**src/rtl/seq_chunk_adder.sv**
```systemverilog
// seq_chunk_adder
//   Multi-cycle adder/subtractor. Adds two WIDTH-bit operands CHUNK bits per
//   clock, least-significant chunk first, and keeps the carry between chunks
//   in a register. This gives a short critical path at the cost of NCHUNK
//   cycles of latency. Only one operation is in flight at a time.
//
// Parameters
//   WIDTH  operand/result width; must be a multiple of CHUNK
//   CHUNK  bits added per cycle (1..WIDTH)
//
// Ports
//   clk        rising-edge clock
//   rst_n      asynchronous active-low reset
//   in_valid   a/b/cin/sub are valid       (in)
//   in_ready   block is idle and accepts    (out)
//   a, b       operands                     (in)
//   cin        carry-in, add mode only      (in)
//   sub        0: a+b+cin, 1: a-b           (in)
//   out_valid  result is valid              (out)
//   out_ready  consumer takes the result    (in)
//   sum        result modulo 2^WIDTH        (out)
//   carry_out  carry out of MSB; in subtract mode 1 means no borrow (out)
//   overflow   two's-complement overflow    (out)
module seq_chunk_adder #(
  parameter int WIDTH = 16,
  parameter int CHUNK = 4
) (
  input  logic             clk,
  input  logic             rst_n,
  input  logic             in_valid,
  output logic             in_ready,
  input  logic [WIDTH-1:0] a,
  input  logic [WIDTH-1:0] b,
  input  logic             cin,
  input  logic             sub,
  output logic             out_valid,
  input  logic             out_ready,
  output logic [WIDTH-1:0] sum,
  output logic             carry_out,
  output logic             overflow
);

  localparam int NCHUNK = WIDTH / CHUNK;
  // Keep the index at least one bit wide so CHUNK == WIDTH still elaborates.
  localparam int IDXW   = (NCHUNK > 1) ? $clog2(NCHUNK) : 1;
  localparam logic [IDXW-1:0] LAST_IDX = IDXW'(NCHUNK - 1);

  typedef enum logic [1:0] {
    IDLE = 2'd0,
    BUSY = 2'd1,
    DONE = 2'd2
  } state_e;

  state_e              state_q;
  logic [IDXW-1:0]     idx_q;
  logic                carry_q;
  logic [WIDTH-1:0]    a_q;
  logic [WIDTH-1:0]    b_q;        // holds b, or ~b in subtract mode
  logic [WIDTH-1:0]    sum_q;
  logic                co_q;
  logic                ov_q;
  logic                in_ready_q;
  logic                out_valid_q;

  // Operand capture values.
  logic [WIDTH-1:0]    b_eff_d;
  logic                carry_init_d;

  // Per-chunk arithmetic.
  logic [CHUNK-1:0]    a_chunk;
  logic [CHUNK-1:0]    b_chunk;
  logic [CHUNK:0]      chunk_res_d;
  logic                last_chunk;
  logic                ov_d;

  always_comb begin
    b_eff_d      = sub ? ~b : b;
    // Subtraction is a + ~b + 1, so the injected carry replaces cin.
    carry_init_d = sub ? 1'b1 : cin;
  end

  always_comb begin
    a_chunk     = a_q[idx_q*CHUNK +: CHUNK];
    b_chunk     = b_q[idx_q*CHUNK +: CHUNK];
    chunk_res_d = {1'b0, a_chunk} + {1'b0, b_chunk} + (CHUNK+1)'(carry_q);
    last_chunk  = (idx_q == LAST_IDX);
    // On the last chunk the chunk MSB is the result sign bit; overflow when
    // both addends share a sign and the result sign differs from it.
    ov_d        = (a_q[WIDTH-1] == b_q[WIDTH-1]) &&
                  (chunk_res_d[CHUNK-1] != a_q[WIDTH-1]);
  end

  always_ff @(posedge clk or negedge rst_n) begin
    if (!rst_n) begin
      state_q     <= IDLE;
      idx_q       <= '0;
      carry_q     <= 1'b0;
      a_q         <= '0;
      b_q         <= '0;
      sum_q       <= '0;
      co_q        <= 1'b0;
      ov_q        <= 1'b0;
      in_ready_q  <= 1'b1;
      out_valid_q <= 1'b0;
    end else begin
      unique case (state_q)
        IDLE: begin
          if (in_valid) begin
            a_q        <= a;
            b_q        <= b_eff_d;
            carry_q    <= carry_init_d;
            idx_q      <= '0;
            state_q    <= BUSY;
            in_ready_q <= 1'b0;
          end
        end

        BUSY: begin
          sum_q[idx_q*CHUNK +: CHUNK] <= chunk_res_d[CHUNK-1:0];
          carry_q                     <= chunk_res_d[CHUNK];
          if (last_chunk) begin
            idx_q       <= '0;
            co_q        <= chunk_res_d[CHUNK];
            ov_q        <= ov_d;
            state_q     <= DONE;
            out_valid_q <= 1'b1;
          end else begin
            idx_q <= idx_q + 1'b1;
          end
        end

        DONE: begin
          if (out_ready) begin
            state_q     <= IDLE;
            out_valid_q <= 1'b0;
            in_ready_q  <= 1'b1;
          end
        end

        default: begin
          state_q     <= IDLE;
          in_ready_q  <= 1'b1;
          out_valid_q <= 1'b0;
        end
      endcase
    end
  end

  assign in_ready  = in_ready_q;
  assign out_valid = out_valid_q;
  assign sum       = sum_q;
  assign carry_out = co_q;
  assign overflow  = ov_q;

endmodule

```
**config.mk**
```make
export PLATFORM = sky130hd
export DESIGN_NAME = seq_chunk_adder
export DESIGN_NICKNAME = d
export VERILOG_FILES = /design/src/rtl/seq_chunk_adder.sv
export SDC_FILE = /design/constraint.sdc
export NUM_CORES = 1
export LEC_CHECK = 0
export ABC_CLOCK_PERIOD_IN_PS = 2700
export CAP_MARGIN = 10
export CELL_PAD_IN_SITES_DETAIL_PLACEMENT = 0
export CELL_PAD_IN_SITES_GLOBAL_PLACEMENT = 1
export CORE_MARGIN = 8
export CORE_UTILIZATION = 35
export CTS_CLUSTER_SIZE = 28
export DETAILED_ROUTE_END_ITERATION = 16
export PLACE_DENSITY = 0.87
export SYNTH_ARGS = -nofsm -noshare
export SYNTH_HDL_FRONTEND = slang
export SYNTH_SLANG_ARGS = --single-unit
```
**constraint.sdc**
```tcl
create_clock -name clk -period 2.7 [get_ports clk]
set_input_delay 0.405 -clock clk [delete_from_list [all_inputs] [get_ports clk]]
set_output_delay 0.405 -clock clk [all_outputs]
set_load 0.01 [all_outputs]
```
After elaboration in Yosys (flattened, before gate mapping)
Index checks and enable logic that the tools add are counted.
- div/mod/pow operators: 0
- multipliers: 0
- muxes and demuxes: 18
- $add $sub $neg: 4
- reduce and logical (&&, ||, !) cells: 9
- order comparisons: 0
- shift-type cells: 4
- bitwise gates (word level): 3
- eq/ne operators: 8
- operators by type and width (cell ; count):
    negation 4 -> 34 bit ; 1
    variable shift 4 x 34 -> 16 bit, first input constant ; 1
    variable part select 4 x 34 -> 16 bit ; 1
    variable part select 16 x 5 -> 4 bit ; 2
    bitwise mux 16 bit ; 1
    two-way mux 16 bit ; 1
    inverter 16 bit ; 1
    two-way mux 2 bit ; 5
    AND reduction 3 bit ; 3
    two-way mux 1 bit ; 6
    != test 2 bit, second input constant ; 3
    case mux 1 bit (3 select lines) ; 2
    case mux 2 bit (3 select lines) ; 1
    AND reduction 2 bit ; 3
    adder 4 x 4 -> 5 bit ; 1
    adder 5 x 1 -> 5 bit ; 1
    equality test 2 bit, second input constant ; 2
    case mux 2 bit (2 select lines) ; 1
    adder 2 x 1 -> 2 bit, second input constant ; 1
    equality test 2 x 1 -> 1 bit, second input constant ; 1
    zero test 2 bit ; 1
    inverter 1 bit ; 2
    case mux 1 bit (2 select lines) ; 1
    nonzero test 2 bit ; 1
    3 further kinds ; 3
- logic and storage cells: 56
- bits in latches: 0
- register bits after elaboration: 57
- bits in writable memories: 0
- output and inout bits: 20
- ROM bits: 0
- memories: 0
- input port bits: 38

Longest topological paths before layout
- depth after elaboration: 5
- mapped depth: 8
- depth with buffers taken out: 7

Worst setup path after synthesis
Ideal clock, no wire load.
- path type: register to register
- start: register idx_q[0]
- end: register carry_q
- cell stages (with the launch flop): 9
- buffers on the path: 1
- slack: 17 ps
- arrival: 2544 ps
- period minus slack after synthesis: 2683 ps
- library setup time: 139 ps
- data required time: 2561 ps
- cell sequence: dfrtp_1 -> buf_2 -> mux4_2 -> fa_1 -> fa_1 -> a21oi_1 -> nor2_1 -> nor2_1 -> o221ai_1
- longest elaborated chain between the ends: 4
- elaborated cells on any way between the ends: 5
- classes of those cells: 2 x add/sub; 2 x shift; 1 x mux
- ends and longest elaborated chain (what ; RTL line ; RTL):
    start: declaration ; 55 ; logic [IDXW-1:0] idx_q;
    start signal: assignment ; 128 ; idx_q <= idx_q + 1'b1;
    variable part select 16 x 5 -> 4 bit, on equally long branches ; 83, 84 ;
    adder 4 x 4 -> 5 bit (*) ; 85 ; chunk_res_d = {1'b0, a_chunk} + {1'b0, b_chunk} + (CHUNK+1)'(carry_q);
    adder 5 x 1 -> 5 bit (*) ; 85 ;
    case mux 1 bit (2 select lines) (*) ; 106 ; unique case (state_q)
    end signal: assignment ; 111 ; carry_q <= carry_init_d;
    end signal: assignment ; 120 ; carry_q <= chunk_res_d[CHUNK];
    end: declaration ; 56 ; logic carry_q;
Mark *: on every way between the ends. The rest lies on a longest branch, timed or not.
A chain may end at the register's enable or synchronous reset.

Final worst setup path
- start: register idx_q[0]
- end: register ov_q, in the netlist overflow
- longest elaborated chain between the ends: 5
- elaborated cells on any way between the ends: 8
- classes of those cells: 2 x add/sub; 2 x eq/ne; 2 x shift; 2 x reduce/logical
- ends and longest elaborated chain (what ; RTL line ; RTL):
    variable part select 16 x 5 -> 4 bit, on equally long branches ; 83, 84 ;
    adder 4 x 4 -> 5 bit ; 85 ;
    adder 5 x 1 -> 5 bit ; 85 ;
    != test 1 bit ; 90 ; (chunk_res_d[CHUNK-1] != a_q[WIDTH-1]);
    logical AND 1 bit ; 89 ; ov_d = (a_q[WIDTH-1] == b_q[WIDTH-1]) &&
    end signal: assignment ; 124 ; ov_q <= ov_d;
    end: declaration ; 61 ; logic ov_q;
Parallel ways exist; a longest one is shown, timed or not.

==> metrics.md <==
| Metric | Value |
|---|---|
| Period utilisation layout | 0.946 |
| First-pass GRT wire length | 10.7 mm |
| Hold Crit Start | a_q[14] |
| Worst setup EP type | flop |
| Worst ir drop on vdd | 0.524 mV |
| Clk_lat worst skew | 0.33 ns |
| Yosys cell types | 34 |
| Reg-to-Reg End | overflow |
| CTS tree | yes |
| WP buf/inv | 1 |
| N_diodes | 0 |
| Initial core utilization | 0.357 |
| FFs w/ async S/R, synth | 1.00 |
| Status | finished, final reports clean |
| Post-synth EDFFs | 0 |
| Longest Clk Path Bufs | 2 |
| Min Tclk post-route | 2.55 ns |
| Vias in the first global route | 2220 |
| Hold Path End | a_q[14] |
| Kind of critical path | flop to flop |
| Port Buffers | 57 |
| Critical path, cell by cell | buf_4 -> mux4_2 -> ha_1 -> a21oi_1 -> a21oi_1 -> or4_1 -> a41oi_1 |
| Slew margin rel. | 0.571 |
| Yosys warnings | 0 |
| # DRC | 0 |
| 1st-iter DRT viols | 121 |
| RSZ-0062 raised after global routing | false |
| R2r setup slk | 0.15 ns |
| Syn avg cell area | 10.7 um^2 |
| Clock tree root buffer cell | clkbuf_8 |
| CTS Buf Count | 9 |
| Final number of max-transition violations | 0 |
| Die Wd | 104 um |
| Top post-synthesis cells by count | 75 x nand2_1, 56 x dfrtp_1, 19 x o21ai_1 |
| Layout cell share with drive strength beyond 1 | 0.120 |
| Vias | 2046 |
| Clock-pin slew on the worst setup and hold paths | 0.06 ns |
| Hpwl dp | 4.76 mm |
| Ports | 58 |
| Total negative setup slack | 0 ns |
| FF+latch count, synth | 57 |
| Sequential share of the synthesized area | 0.523 |
| Leakage | 1.61 nW |
| Clk_skew | 0.00301 ns |
| Final setup viols | 0 |
| Num Clock Sinks | 57 |
| Drt pass-1 iters | 4 |
| Placed Instances | 410 |
| Wire per inst | 14.3 um |
| Synth area leaders | dfrtp_1 51%, nand2_1 10%, mux4_2 6.6% |
| Fin cells | 426 |
| Via density | 4.80 |
| Hold path depth | 2 |
| Grt ovf | 0 |
| Initial antenna violation count | 0 |
| H-Tree Depth | 3 |
| Cell Area, Synth | 2730 um^2 |
| Fin. Hold Viols | 0 |
| Final Cell Area | 3640 um^2 |
| Synth Instances | 254 |
| RePlAce Congestion | 0.846 |
| Die Span Y | 104 um |
| Worst R2R Start | idx_q[0] |
| # rows | 32 |
| HP Class | flop to flop |
| Drt total wl | 6.09 mm |
| Total GRT Usage | 0.123 |
| Worst-Margin Slew | 0.643 ns |
| Most Frequent Cell on Critical Path | a21oi_1 |
| ANT nets after route | 0 |
| Worst Path Max Fanout | 6 |
| Die area | 10900 um^2 |
| Most common cell in the netlist | nand2_1 |
| R2R depth | 7 |
| P per Cell Area | 1180 nW/um^2 |
| Syn Nets | 303 |
| Pin count of the biggest net entering global routing | 36 |
| CP startpoint kind | flop |
| Arr. time, crit path | 2.80 ns |
| Synth Flop Type | dfrtp_1 |
| Leading area contributor after synthesis | dfrtp_1 |
| Max Freq | 0.392 GHz |
| Fin util | 0.476 |
| Crit path max-delay family | multiplexers |
| CP max stage cell | mux4_2 |
| Max cap viols | 0 |
| NumNets Final | 369 |
| Area of placed instances | 3430 um^2 |
| Area Overhead vs Synth | 33.3% |
| Share of Yosys cell area claimed by the top area cell type | 0.513 |
| CP required | 2.95 ns |
| CORE AREA | 7650 um^2 |
| Worst stage delay on the critical path | 0.52 ns |
## per-layer routing
metal | part of all wire | global-route usage
met2 | 0.49 | 0.196
met1 | 0.44 | 0.143
met5 | 0 | 0
met4 | 0.022 | 0.0569
met3 | 0.055 | 0.0458
## layout make-up
class,instances,area [um^2]
clock buffers,12,155
well taps,102,128
fillers,718,4010
inverters,4,15.0
clock inverters,3,40.0
repair buffers,67,643
multi-input cells,181,1230
flip-flops and latches,57,1430
## logic make-up (layout without fill, tap and decap cells)
logic type	Yosys count	in the layout	share of synthesized area
AO/OA/AOI/OAI	46	46	0.110
flip-flops	57	57	0.523
XOR/XNOR	17	17	0.0545
AND/OR/NAND/NOR	99	99	0.163
multiplexers	8	8	0.0660
adder cells (fa/ha/maj)	11	11	0.0559
buffers and inverters	16	86	0.0270
## worst max path at each step
stage	start	end	slack, ns	cells after the start
2_1_floorplan	idx_q[0]	carry_q	0.02	8
3_3_place_gp	idx_q[0]	overflow	0.19	7
3_5_place_dp	idx_q[0]	overflow	0.11	7
4_1_cts	idx_q[0]	overflow	0.08	7
5_1_grt	idx_q[0]	sum[2]	0.01	6
6_report	idx_q[0]	overflow	0.15	7
## worst register-to-register path, delay by kind of cell, from the launching register on
family                     cells  cell delay [ns]
AOI/OAI and AO/OA              3             0.52
adders and majority gates      1             0.37
buffers and inverters          1             0.17
DFF                            1             0.42
muxes                          1             0.52
and+or+nand+nor                1             0.47
## cell usage in the layout, fill, tap and decap left out, drive strengths merged, types with 4 or more instances in the layout
cell	instances
xnor2	16
mux4	8
clkdlybuf4s50	56
ha	9
a22o	15
nor2	9
a21oi	6
buf	10
dfrtp	56
nand2	76
o21ai	20
nand3	4
clkbuf	12
## repair_timing
item / 4_1_cts / 5_1_grt
setup endpoints to repair: 0 / 2
hold buffers: 1 / 0
hold endpoints to repair: 14 / 0
gates resized for setup: 0 / 1
setup buffers: 0 / 0
## state kept, by name, summed over array words and instances (netlist names)
signal,cells
sum,16
in_ready,1
a_q,16
out_valid,1
carry_q,1
overflow,1
state_q,2
idx_q,2
carry_out,1
b_q,16
## where the power goes
part / total [W] / switching (W) / internal (W)
Sequential: 0.00144 / 0.000233 / 0.00120
Clock: 0.000783 / 0.000315 / 0.000468
Combinational: 0.00208 / 0.00117 / 0.000914
Total: 0.00430 / 0.00172 / 0.00258
## stage by stage
step	setup slack [ns]	power (W)	hold slack, ns
after detailed placement	0.107	0.00357	0.341
after CTS	0.0841	0.00437	0.474
after floorplan	0.0173	0.00282	0.109
after global routing	0.0146	0.00466	0.505
final	0.147	0.00430	0.469
after global placement	0.190	0.00349	0.344
Note: power is estimated with default switching activity, not from simulation.
